`src/rtl/uart_tx_sched.sv`:
```
// uart_tx_sched: round-robin scheduler feeding whole byte messages from N_REQ requesters into one UART transmitter.
// Latency: grant one cycle after a valid is seen in IDLE; strobe one cycle after a byte is accepted; 3-cycle minimum byte spacing.
// Backpressure: only the owner sees ready, equal to !tx_busy_i in GRANT; optional grant timeout under `define UART_TX_SCHED_TIMEOUT_EN.
module uart_tx_sched #(
    parameter int N_REQ   = 2,
    parameter int TIMEOUT = 255
) (
    input  logic               clk_i,
    input  logic               rstn_i,
    input  logic [N_REQ-1:0]   req_valid_i,
    input  logic [8*N_REQ-1:0] req_data_i,
    input  logic [N_REQ-1:0]   req_last_i,
    output logic [N_REQ-1:0]   req_ready_o,
    output logic               tx_write_o,
    output logic [7:0]         tx_val_o,
    input  logic               tx_busy_i,
    output logic [N_REQ-1:0]   grant_o,
    output logic               timeout_o
);
    localparam int IW = $clog2(N_REQ);

    typedef enum logic [1:0] {
        ST_IDLE  = 2'd0,
        ST_GRANT = 2'd1,
        ST_WRITE = 2'd2,
        ST_GAP   = 2'd3
    } state_t;

    state_t           r_state;
    state_t           w_state_nxt;
    logic [IW-1:0]    r_ptr;       // last granted index; equals the owner while a grant is held
    logic [N_REQ-1:0] r_grant;
    logic [7:0]       r_val;
    logic             r_last;
    logic             w_pick_vld;
    logic [IW-1:0]    w_pick_idx;
    logic [IW-1:0]    w_scan_idx;
    logic             w_xfer;
    logic             w_tmo;

    // Round-robin pick: scan from the index after the last owner, nearest valid requester wins
    always_comb begin
        w_pick_vld = 1'b0;
        w_pick_idx = '0;
        w_scan_idx = '0;
        for (int i = N_REQ; i >= 1; i--) begin
            w_scan_idx = IW'((int'(r_ptr) + i) % N_REQ);
            if (req_valid_i[w_scan_idx]) begin
                w_pick_vld = 1'b1;
                w_pick_idx = w_scan_idx;
            end
        end
    end

    assign w_xfer = (r_state == ST_GRANT) && !tx_busy_i && req_valid_i[r_ptr];

    // Next-state and combinational outputs; a transfer takes priority over a timeout in the same cycle
    always_comb begin
        w_state_nxt = r_state;
        req_ready_o = '0;
        tx_write_o  = 1'b0;
        case (r_state)
            ST_IDLE: begin
                if (w_pick_vld) w_state_nxt = ST_GRANT;
            end
            ST_GRANT: begin
                req_ready_o[r_ptr] = !tx_busy_i;
                if (w_xfer)     w_state_nxt = ST_WRITE;
                else if (w_tmo) w_state_nxt = ST_IDLE;
            end
            ST_WRITE: begin
                tx_write_o  = 1'b1;
                w_state_nxt = ST_GAP;
            end
            ST_GAP: begin
                // busy is not yet visible here, so this cycle never looks at it
                w_state_nxt = r_last ? ST_IDLE : ST_GRANT;
            end
            default: w_state_nxt = ST_IDLE;
        endcase
    end

    // State register
    always_ff @(posedge clk_i or negedge rstn_i) begin
        if (!rstn_i) r_state <= ST_IDLE;
        else         r_state <= w_state_nxt;
    end

    // Owner, round-robin pointer and latched byte; pointer resets so requester 0 is scanned first
    always_ff @(posedge clk_i or negedge rstn_i) begin
        if (!rstn_i) begin
            r_ptr   <= IW'(N_REQ - 1);
            r_grant <= '0;
            r_val   <= '0;
            r_last  <= 1'b0;
        end else begin
            if (r_state == ST_IDLE && w_pick_vld) begin
                r_ptr   <= w_pick_idx;
                r_grant <= N_REQ'(1) << w_pick_idx;
            end else if ((r_state == ST_GAP && r_last) || w_tmo) begin
                r_grant <= '0;
            end
            if (w_xfer) begin
                r_val  <= req_data_i[{r_ptr, 3'b000} +: 8];
                r_last <= req_last_i[r_ptr];
            end
        end
    end

    assign grant_o  = r_grant;
    assign tx_val_o = r_val;

`ifdef UART_TX_SCHED_TIMEOUT_EN
    localparam int CW = $clog2(TIMEOUT + 1);

    logic [CW-1:0] r_cnt;
    logic          r_tmo;

    // Fires on the TIMEOUT-th consecutive idle GRANT cycle with the transmitter free
    assign w_tmo = (r_state == ST_GRANT) && !tx_busy_i && !w_xfer && (r_cnt == CW'(TIMEOUT - 1));

    // Idle-grant counter and one-cycle revoke pulse; busy cycles neither count nor clear
    always_ff @(posedge clk_i or negedge rstn_i) begin
        if (!rstn_i) begin
            r_cnt <= '0;
            r_tmo <= 1'b0;
        end else begin
            r_tmo <= w_tmo;
            if (r_state != ST_GRANT || w_xfer || w_tmo) r_cnt <= '0;
            else if (!tx_busy_i)                       r_cnt <= r_cnt + 1'b1;
        end
    end

    assign timeout_o = r_tmo;
`else
    logic w_unused_cfg;

    assign w_tmo        = 1'b0;
    assign timeout_o    = 1'b0;
    assign w_unused_cfg = (TIMEOUT > 0);
`endif

endmodule

```
`config.mk`:
```
export PLATFORM = sky130hd
export DESIGN_NAME = uart_tx_sched
export DESIGN_NICKNAME = d
export VERILOG_FILES = /design/src/rtl/uart_tx_sched.sv
export SDC_FILE = /design/constraint.sdc
export NUM_CORES = 1
export LEC_CHECK = 0
export ABC_CLOCK_PERIOD_IN_PS = 1500
export CORE_ASPECT_RATIO = 1.2
export CORE_MARGIN = 2
export CORE_UTILIZATION = 36
export DETAILED_ROUTE_END_ITERATION = 8
export MAX_ROUTING_LAYER = met4
export PLACE_DENSITY = 0.75
export RECOVER_POWER = 50
export SLEW_MARGIN = 20
export SYNTH_ARGS = -nofsm -noshare
export SYNTH_HDL_FRONTEND = slang
export SYNTH_SLANG_ARGS = --single-unit
export TNS_END_PERCENT = 50
```
`constraint.sdc`:
```
create_clock -name clk_i -period 1.5 [get_ports clk_i]
set_clock_uncertainty 0.15 [all_clocks]
set_input_delay 0.15 -clock clk_i [delete_from_list [all_inputs] [get_ports clk_i]]
set_output_delay 0.15 -clock clk_i [all_outputs]
set_load 0.05 [all_outputs]
```
* Yosys cells after proc, flatten, opt, wreduce, memory -nomap -nowiden *
Cells that the tools add are included.

storage, ports and cells
  register bits after elaboration = 14
  output and inout bits = 14
  logic and storage cells = 50

operators by class
  $add $sub $neg = 2
  $lt $le $gt $ge = 4
  equality and inequality tests = 5
  shift operators = 2
  mux-type cells = 22
  bitwise operators = 1
  reductions and logical operators = 9

operators with widths
  kind                                                      count
  indexed part select 16 x 5 -> 8 bit                       1
  two-way mux 1 bit                                         15
  two-way mux 2 bit                                         5
  case mux 2 bit (4 select lines)                           1
  < comparator 1 x 2 -> 1 bit, second input constant        3
  logical AND 1 bit                                         5
  == test 2 bit, second input constant                      2
  != test 2 bit, second input constant                      2
  adder 1 bit, second input constant                        2
  bitwise AND 2 bit                                         1
  == test 2 x 1 -> 1 bit, second input constant             1
  logical NOT 2 bit                                         1
  AND reduction 2 bit                                       1
  nonzero test 2 bit                                        1
  << shifter 1 x 1 -> 2 bit, first input constant           1
  demux 1 bit (select 1 bit)                                1
  greater-or-equal comparator 1 bit, second input constant  1
  logical NOT 1 bit                                         1

* Logic depth before layout (Yosys ltp) *
  word-level depth = 7
  gate-level depth with buffers = 7
  depth with buffers taken out = 6

* Worst setup path before layout *
Ideal clock, no wire load.

  path type = register -> output
  start point = register r_ptr
  end point = output req_ready_o[1]
  data arrival time = 1.565 ns
  data required time = 1.200 ns
  setup slack = -0.365 ns
  stages on the path, launching flop included = 5
  buffers on the path = 2
  cell sequence = dfstp_2 -> buf_6 -> buf_2 -> inv_1 -> nor2_1

on the way
  word-level cells in the longest chain between the ends = 6

RTL lines
  item                                                                                                    RTL line  RTL
  start, declared                                                                                         31        logic [IW-1:0] r_ptr;
  start signal, assigned                                                                                  92        r_ptr <= IW'(N_REQ - 1);
  start signal, assigned                                                                                  98        r_ptr <= w_pick_idx;
  < comparator 1 x 2 -> 1 bit (not written as such) or greater-or-equal comparator 1 bit (tied branches)  67        req_ready_o[r_ptr] = !tx_busy_i;
  logical AND 1 bit (not written as such)                                                                 67
  two-way mux 1 bit (not written as such)                                                                 67
  demux 1 bit (select 1 bit) *                                                                            67
  bitwise AND 2 bit (no line) *                                                                           --
  two-way mux 2 bit *                                                                                     62        case (r_state)
  end, declared                                                                                           13        output logic [N_REQ-1:0] req_ready_o,

Mark *: on every way between the ends. The rest lies on a longest branch, timed or not.

* Worst setup path in the final report *
  start point = register r_state[1]
  end point = output req_ready_o[1]

on the way
  word-level cells in the longest chain between the ends = 2

RTL lines
  item                    RTL line  RTL
  start, declared         29        state_t r_state;
  start signal, assigned  86        else r_state <= w_state_nxt;
  == test 2 x 1 -> 1 bit  62
  two-way mux 2 bit       62

No other way between the ends.

==> metrics.cfg <==
[run_status]
status=complete, but fails checks
failed_checks=negative setup slack

[finish]
multi_input_area_um2=443
layout-drive-gt1-share=0.380
antenna_cells=0
fin_nets=157
regArea_um2=353
fillers=146
finish.instance_area_mm2=0.00140
syn2layout_area_growth_pct=79.1

[synthesis]
synth_adder_area_share=0.0639
synthCells=79
synth.distinct_cells=25
synth_top_family_by_area=compound AO/OA/AOI/OAI gates
synth_xor_area_frac=0
synth-simple-area-share=0.126
yosys-mux-area-fraction=0.133
synthFlopType=dfrtp_1
synth_compound_area_frac=0.160
synth_fp_nets=106
ys_seq_area_frac=0.449
yosys_warnings=0
syn_area_um2=783
yosys_register_bits=14
async_flop_share=1.00
synth.avg_cell_area_um2=9.91
synth-edff-count=0

[floorplan]
die_area_mm2=0.00257
num_rows=18
die_w_um=46.6
io_pins=37
die_h_um=55.1
fp.coreArea_mm2=0.00205
initial_core_util=0.382

[clocking]
cts_sinks=14
clk_latency_ns=0.26
ctsRootBufferMaster=clkbuf_4
cts_tree=built
clk_pin_slew_worst_paths_ns=0.08
cts_inserted_buffers=3
cts_htree_levels=1
clockBufferDepth=2

[flow_run]
maxCapViolCount=0

[worst_hold_path]
whs_endpoint=tx_val_o[0]
whs_path_depth=3
hp-start=req_data_i[0]
min_path_type=in2reg

[place]
gp_congestion=0.753
dpl-instance-area_mm2=0.00136
portBuffers=35
dp_hpwl_um=1500
dp_slack_ns=-0.0872

[sta]
min_period_ns=1.59
hold_violations=0
rsz0062_at_grt=yes
setup_slack_ns=-0.0890
final_max_slew_viol_count=0
finalSetupViolCount=9
fin_crit_sh=1.06
clock.fmax_mhz=629
tns_ns=-0.239

[critical_path]
cp-start-kind=flop
regToRegEndpoint=r_state[1]
ff2ff_path_depth=6
arrival_ns=1.29
crit_path_max_fanout=2
cp-end-kind=output pin
r2r-start=r_state[0]
r2r_slack_ns=-0.02
critPathKind=reg2out
crit_required_ns=1.20

[pwr]
total_power_uw=3080
switching_share=0.462
power_switching_uw=1420
p_leak_uw=0.000616
peakVddDrop_v=0.00152
clkPwrFrac=0.084
powerDensity_mw_per_mm2=2200
power_frac_comb=0.678
power_frac_seq=0.239
p_int_uw=1660

[detailed_routing]
routed_wirelength_um=1820
dr.pass1.iters=4
via_per_inst=4.64
drtAntennaViolNets=0
drc=0
avgRoutedWirePerCell_um=11.4
via_count=738
drt_iter0_markers=7

[global_route]
grt_pass1_wl_um=3040
grt_max_degree=13
grt_pass1_vias=755
antenna_found_initial=0
grt_overflow=0
track_usage=0.170

-- worst max path at each step --
stage / from / endpoint / slack (ns) / cells after the start
global route: r_state[1] / req_ready_o[1] / -0.15 / 6
finish: r_state[1] / req_ready_o[1] / -0.09 / 6
CTS: r_state[1] / req_ready_o[1] / -0.10 / 6
floorplan: r_state[1] / req_ready_o[0] / -0.06 / 4
detailed placement: req_valid_i[1] / r_state[1] / -0.09 / 5
global placement: req_valid_i[1] / r_state[1] / -0.04 / 5
-- registers in the layout, summed over array words and instances, names as in the netlist --
name,flops
tx_val_o,8
r_last,1
r_state,2
r_ptr,1
grant_o,2
-- synthesized netlist by cell type (2+ instances only) --
cell type | count | area share
nor2_1 | 10 | 0.048
nand2b_1 | 3 | 0.024
inv_1 | 4 | 0.019
a21oi_1 | 12 | 0.077
nand2_1 | 5 | 0.024
mux2i_1 | 9 | 0.12
a31o_2 | 2 | 0.022
dfrtp_1 | 13 | 0.42
ha_1 | 4 | 0.064
buf_6 | 2 | 0.029
-- critical path: stages (launching register included) --
cell and delay (ns):
dfrtp_1 0.39, inv_2 0.08, ha_4 0.14, nand2b_4 0.06, buf_6 0.12, nor2_4 0.09
buf_12 0.14
-- cell type report --
cell class	count	share of cell area
Multi-Input combinational cell	57	0.316
Timing Repair Buffer	50	0.369
Sequential cell	14	0.252
Inverter	4	0.0107
Tap cell	30	0.0268
Clock buffer	4	0.0259
-- power by group through the flow --
stage / Clock, uW / Combinational [uW] / Sequential [uW]
3_3_place_gp: 0 / 2130 / 788
6_report: 258 / 2090 / 735
2_1_floorplan: 0 / 774 / 1160
3_5_place_dp: 0 / 2170 / 792
5_1_grt: 283 / 2240 / 755
4_1_cts: 267 / 2360 / 789
-- what timing repair did --
action,CTS,global route
setup endpoints to repair,8,16
setup buffers,5,0
hold buffers,1,0
endpoints found under the hold margin,6,0
gates cloned,0,0
gates resized for setup,10,5
-- cell usage in the layout, fill, tap and decap left out, types with 3 or more instances in the layout --
cell type and n:
dfrtp_1 12, nor2_1 6, clkdlybuf4s50_1 21, mux2i_1 9, clkbuf_4 3, buf_12 7, clkbuf_2 6, nor2_4 3
inv_1 3, nor2_2 3, buf_4 11, nand2_1 5, a21oi_1 11
-- through the flow --
stage,std cells,hold WS (ns),utilization
3_3_place_gp,149,0.294,0.662
6_report,159,0.369,0.684
4_1_cts,159,0.361,0.725
2_1_floorplan,79,-0.296,-
5_1_grt,159,0.380,0.684
3_5_place_dp,149,0.297,0.662
-- cell families after synthesis --
| group | count (synthesis) |
|---|---|
| AO/OA/AOI/OAI | 21 |
| AND/OR/NAND/NOR | 21 |
| flip-flops | 14 |
| multiplexers | 10 |
| buffers and inverters | 8 |
| adder cells (fa/ha/maj) | 4 |
| other | 1 |
-- per-layer routing --
metal,share of wire,up-vias,global-route usage
li1,-,367,-
met1,0.42,344,0.190
met2,0.53,23,0.303
met3,0.042,4,0.0227
met4,0.011,0,0.0667
met5,0,-,-
No activity file was read; power rests on OpenSTA's default activity.
